**src/rtl/keypad_scanner.sv**
```systemverilog
// 4x4 matrix keypad scanner with whole-scan debounce.
// Emits a one-cycle KeyValid per accepted press and a held level.
module keypad_scanner #(
  parameter int SCAN_DIV       = 50000,
  parameter int DEBOUNCE_SCANS = 4
) (
  input  logic       Clk,
  input  logic       Reset,
  input  logic [3:0] Col,
  output logic [3:0] Row,
  output logic [3:0] Key,
  output logic       KeyValid,
  output logic       KeyHeld
);

  localparam int PW = (SCAN_DIV > 1) ? $clog2(SCAN_DIV) : 1;
  localparam logic [PW-1:0] TC = PW'(SCAN_DIV - 1);
  localparam logic [3:0] DS = 4'(DEBOUNCE_SCANS);

  typedef enum logic [1:0] {
    IDLE, PRESS_DEB, HELD, RELEASE_DEB
  } state_t;

  logic [3:0]    col_m, col_s;
  logic [PW-1:0] presc;
  logic [1:0]    row_idx, row_nx;
  logic          tick, scan_done;

  // pressed-position count for the scan so far, saturating at 2
  logic [1:0] acc_q, acc_n;
  logic [3:0] code_q, code_n;
  logic [2:0] row_cnt, sum;
  logic [1:0] col_enc;

  state_t     state_q, state_d;
  logic [3:0] cnt_q, cnt_d, cnt_inc;
  logic [3:0] cand_q, cand_d;
  logic [3:0] key_d;
  logic       valid_q, valid_d;
  logic       held_d;
  logic       res_none, res_key;

  assign tick      = (presc == TC);
  assign scan_done = tick && (row_idx == 2'd3);
  assign row_nx    = row_idx + 2'd1;

  always_comb begin
    row_cnt = 3'd0;
    col_enc = 2'd0;
    for (int i = 3; i >= 0; i--) begin
      if (!col_s[i]) begin
        row_cnt = row_cnt + 3'd1;
        col_enc = 2'(i);
      end
    end
    sum    = {1'b0, acc_q} + row_cnt;
    acc_n  = (sum >= 3'd2) ? 2'd2 : sum[1:0];
    code_n = code_q;
    if (acc_q == 2'd0 && row_cnt == 3'd1)
      code_n = {row_idx, col_enc};
  end

  assign res_none = (acc_n == 2'd0);
  assign res_key  = (acc_n == 2'd1);

  always_ff @(posedge Clk) begin
    if (Reset) begin
      col_m   <= 4'hF;
      col_s   <= 4'hF;
      presc   <= '0;
      row_idx <= 2'd0;
      Row     <= 4'b1110;
      acc_q   <= 2'd0;
      code_q  <= 4'd0;
    end else begin
      col_m <= Col;
      col_s <= col_m;
      presc <= tick ? '0 : presc + 1'b1;
      if (tick) begin
        row_idx <= row_nx;
        Row     <= ~(4'b0001 << row_nx);
      end
      if (scan_done) begin
        acc_q  <= 2'd0;
        code_q <= 4'd0;
      end else if (tick) begin
        acc_q  <= acc_n;
        code_q <= code_n;
      end
    end
  end

  assign cnt_inc = (cnt_q >= DS) ? DS : cnt_q + 4'd1;

  always_comb begin
    state_d = state_q;
    cnt_d   = cnt_q;
    cand_d  = cand_q;
    key_d   = Key;
    valid_d = 1'b0;
    held_d  = KeyHeld;
    if (scan_done) begin
      unique case (state_q)
        IDLE: begin
          if (res_key) begin
            cand_d  = code_n;
            cnt_d   = 4'd1;
            state_d = PRESS_DEB;
          end
        end
        PRESS_DEB: begin
          if (res_key && code_n == cand_q) begin
            cnt_d = cnt_inc;
            if (cnt_inc == DS) begin
              key_d   = cand_q;
              valid_d = 1'b1;
              held_d  = 1'b1;
              state_d = HELD;
            end
          end else if (res_key) begin
            cand_d = code_n;
            cnt_d  = 4'd1;
          end else begin
            state_d = IDLE;
          end
        end
        HELD: begin
          if (res_none) begin
            cnt_d   = 4'd1;
            state_d = RELEASE_DEB;
          end
        end
        RELEASE_DEB: begin
          if (res_none) begin
            cnt_d = cnt_inc;
            if (cnt_inc == DS) begin
              held_d  = 1'b0;
              state_d = IDLE;
            end
          end else begin
            state_d = HELD;
          end
        end
      endcase
    end
  end

  always_ff @(posedge Clk) begin
    if (Reset) begin
      state_q <= IDLE;
      cnt_q   <= 4'd0;
      cand_q  <= 4'd0;
      Key     <= 4'd0;
      valid_q <= 1'b0;
      KeyHeld <= 1'b0;
    end else begin
      state_q <= state_d;
      cnt_q   <= cnt_d;
      cand_q  <= cand_d;
      Key     <= key_d;
      valid_q <= valid_d;
      KeyHeld <= held_d;
    end
  end

  // the strobe is masked combinationally so it can never coincide with Reset
  assign KeyValid = valid_q && !Reset;

endmodule
```
**config.mk**
```make
export PLATFORM = sky130hd
export DESIGN_NAME = keypad_scanner
export DESIGN_NICKNAME = d
export VERILOG_FILES = /design/src/rtl/keypad_scanner.sv
export SDC_FILE = /design/constraint.sdc
export NUM_CORES = 1
export LEC_CHECK = 0
export BUFFER_PORTS_ARGS = -buffer_cell sky130_fd_sc_hd__buf_4
export CORE_MARGIN = 2
export CORE_UTILIZATION = 45
export CTS_BUF_LIST = sky130_fd_sc_hd__clkbuf_8
export DETAILED_ROUTE_END_ITERATION = 16
export SETUP_SLACK_MARGIN = 0.1
export SYNTH_ARGS = -nofsm -noshare
export SYNTH_HDL_FRONTEND = slang
export SYNTH_SLANG_ARGS = --single-unit
```
**constraint.sdc**
```tcl
create_clock -name Clk -period 5.3 [get_ports Clk]
set_clock_uncertainty 0.2 [all_clocks]
set_input_delay 0.53 -clock Clk [delete_from_list [all_inputs] [get_ports Clk]]
set_output_delay 0.53 -clock Clk [all_outputs]
set_load 0.05 [all_outputs]
```
==> results.md <==
* Post-DR vias/cell at 5.52
* Final net count at 331
* Final wirelength at 5390 µm
* Die X-Extent at 81.3 µm
* Crit path max fanout at 11
* Status: finished clean
* Net Sw Power at 159 µW
* Worst Hold Depth at 2
* GR Overflow Total at 0
* Power Total at 677 µW
* Num ports at 16
* CP endpoint kind: register
* Required time worst endpoint at 5.34 ns
* Worst Tran Pin Value at 0.755 ns
* Flop2flop setup slack at 0.90 ns
* Register Area at 0.00104 mm²
* PD cells at 230 mW/mm²
* Max Fclk at 227 MHz
* Num CTS Buffers at 5
* P&R area growth vs syn at 9.26%
* Later-pin clock latency in the skew report at 0.30 ns
* IO Port Bufs at 15
* Ys async rst share at 0
* Post-Synth Simple-Gate Area at 0.253
* Comb power frac at 0.070
* Largest family of logic cells by synthesized area: simple AND/OR/NAND/NOR gates
* Post-CTS Setup Inserts at 0
* Initial antenna violation count at 0
* Post-synth EDFFs at 0
* Hold path startpoint: Col[1]
* Clk pwr share at 0.339
* Worst-case reg-to-reg path depth at 13
* Filler cell count at 564
* Clock slew at reported path FFs at 0.09 ns
* Core Area at 0.00585 mm²
* #FFs+latches synth at 52
* Pin count of the biggest net entering global routing at 35
* Global-route wire length before repair at 9210 µm
* DP HPWL at 3860 µm
* Post-Syn Area at 0.00269 mm²
* Sequential share of the synthesized area at 0.387
* Vias at 2,142
* Post-Synth Adder-Cell Area at 0.0633
* Diode count at 0
* Sequential share of power at 0.591
* Min Tclk post-route at 4.40 ns
* Hold EP: col_m[1]
* Full die area at 0.00661 mm²
* Int Pwr at 517 µW
* Hold_buf cts at 0
* Max-slew violation count at 0
* Warning count from the yosys run at 0
* Slew HR at 0.493
* CTS tree: built
* Pre-Repair DR Iteration Count at 4
* GRT Total Usage at 0.178
* Number of global-route vias before repair at 1,965
* XOR/XNOR Fraction of Synth Area at 0.0708
* Die Ht at 81.3 µm
* Post_cts resized at 0
* RSZ-0062 raised after global routing: false
* Share of layout cells above drive strength 1 at 0.125
* Std-Cell Rows at 28
* Final Cycle Share at 0.830
* ANT nets after route at 0
* Arr. time, crit path at 4.44 ns
* R2R Path End: cnt_q[1]
* Number of H-tree levels at 2
* Area of the multi-input gates at 0.00155 mm²
* Per-cell routed wire length at 13.9 µm
* Clock Root Buffer: clkbuf_8
* Startpoint types: register
* CTS Sinks at 52
* Synth Instances at 302
* Library cells used by synthesis at 63
* Top_reg_cell synth: dfxtp_1
* Clock buffer depth at 2
* TNS Setup at 0 ns
* Max_cap viols at 0
* Peak VDD IR at 0.000131 V
* R2R Path Start: col_s[2]
* Synth Area per Inst at 8.90 µm²
* 1st-iter DRT viols at 89
* Cell leakage power at 0.00114 µW
* Commonest cells after routing, fill and taps aside: dfxtp_1 (52), nor2_1 (46), nand2_1 (15), buf_4 (15), inv_1 (13)
* Placer congestion estimate at 0.832
* Most common cell after layout, fill and taps aside: dfxtp_1
* Post-synthesis mux area share at 0.0265
* Initial core utilization at 0.459
* Residual DRC at 0
* Sw frac at 0.236
* Type of the most critical hold path: input port to register
* Compound-Gate Fraction of Synth Area at 0.163
* Critical path class: register to register
* Final setup viols at 0
* Fin. Hold Viols at 0
* Syn nets at 321
[logic make-up after synthesis]
group	count (synthesis)
AO/OA/AOI/OAI	58
XOR/XNOR	20
adder cells (fa/ha/maj)	13
buffers and inverters	24
flip-flops	52
multiplexers	7
AND/OR/NAND/NOR	128
[synth_stat cells, types with 4 or more instances]
cell type | instances | area [µm²]
nand2b_1 | 5 | 31.3
nand3_1 | 9 | 45.0
nor2_1 | 46 | 173
xor2_1 | 10 | 87.6
ha_1 | 12 | 150
o21ai_0 | 6 | 30.0
a22oi_1 | 5 | 37.5
clkbuf_1 | 6 | 22.5
mux2i_1 | 6 | 60.1
dfxtp_1 | 52 | 1040
xnor2_1 | 9 | 78.8
a21oi_1 | 7 | 35.0
a311oi_1 | 4 | 35.0
nand4_1 | 4 | 25.0
and3_1 | 4 | 25.0
or2_2 | 10 | 62.6
inv_1 | 12 | 45.0
nor3_1 | 6 | 30.0
nand2_1 | 15 | 56.3
a41oi_1 | 4 | 35.0
nor2b_1 | 9 | 56.3
buf_2 | 4 | 20.0
[metal layers]
layer	share of wire	vias to the layer above	GRT usage
li1	-	1110	-
met5	0	-	0
met3	0.032	9	0.0433
met4	0.017	0	0.0627
met2	0.44	29	0.263
met1	0.51	994	0.250
[worst max path at each step]
stage / start / endpoint / cells after the start
floorplan: col_s[2] / cnt_q[1] / 15
global placement: col_s[2] / cnt_q[1] / 13
detailed placement: col_s[2] / cnt_q[1] / 13
CTS: col_s[2] / cnt_q[1] / 13
global route: col_s[2] / cnt_q[1] / 13
finish: col_s[2] / cnt_q[1] / 13
[worst max-delay path, cell delays in order, from the launching register on]
cell,delay (ns)
dfxtp_1,0.37
inv_1,0.06
ha_1,0.41
nor2b_1,0.19
nor2_1,0.18
ha_1,0.29
mux2_2,0.29
fa_1,0.38
xor3_1,0.40
nor2b_1,0.48
nand3_2,0.18
or4_1,0.44
or3_1,0.32
a21oi_1,0.14
[per-stage QoR]
step                      hold WS, ns  setup slack, ns  utilization  instances  area [µm²]
final                           0.207            0.900        0.502        388        2940
after floorplan                 0.189             1.38            -        302        2690
after global placement          0.192             1.03        0.486        380        2840
after global routing            0.190            0.547        0.502        388        2940
after CTS                       0.198            0.918        0.502        388        2940
after detailed placement        0.197            0.941        0.486        380        2840
[final cells by class]
type                            count  area share
Multi-Input combinational cell    226       0.528
Sequential cell                    52       0.354
Timing Repair Buffer               15      0.0383
Tap cell                           75      0.0320
Clock buffer                        6      0.0281
Inverter                           12      0.0153
Clock inverter                      2     0.00383
[power by group through the flow]
| stage | logic, µW | registers (µW) | clock network (µW) |
|---|---|---|---|
| 4_1_cts | 47.0 | 399 | 237 |
| 2_1_floorplan | 37.5 | 407 | 0 |
| 3_5_place_dp | 46.7 | 409 | 0 |
| 3_3_place_gp | 46.9 | 408 | 0 |
| 6_report | 47.4 | 399 | 230 |
| 5_1_grt | 53.5 | 401 | 254 |
[flip-flops by register name (all words and copies together) (netlist names), 4 cells and up]
name	count
presc	16
Key	4
Row	4
cand_q	4
cnt_q	4
code_q	4
col_m	4
col_s	4
Note: power is estimated with default switching activity, not from simulation.
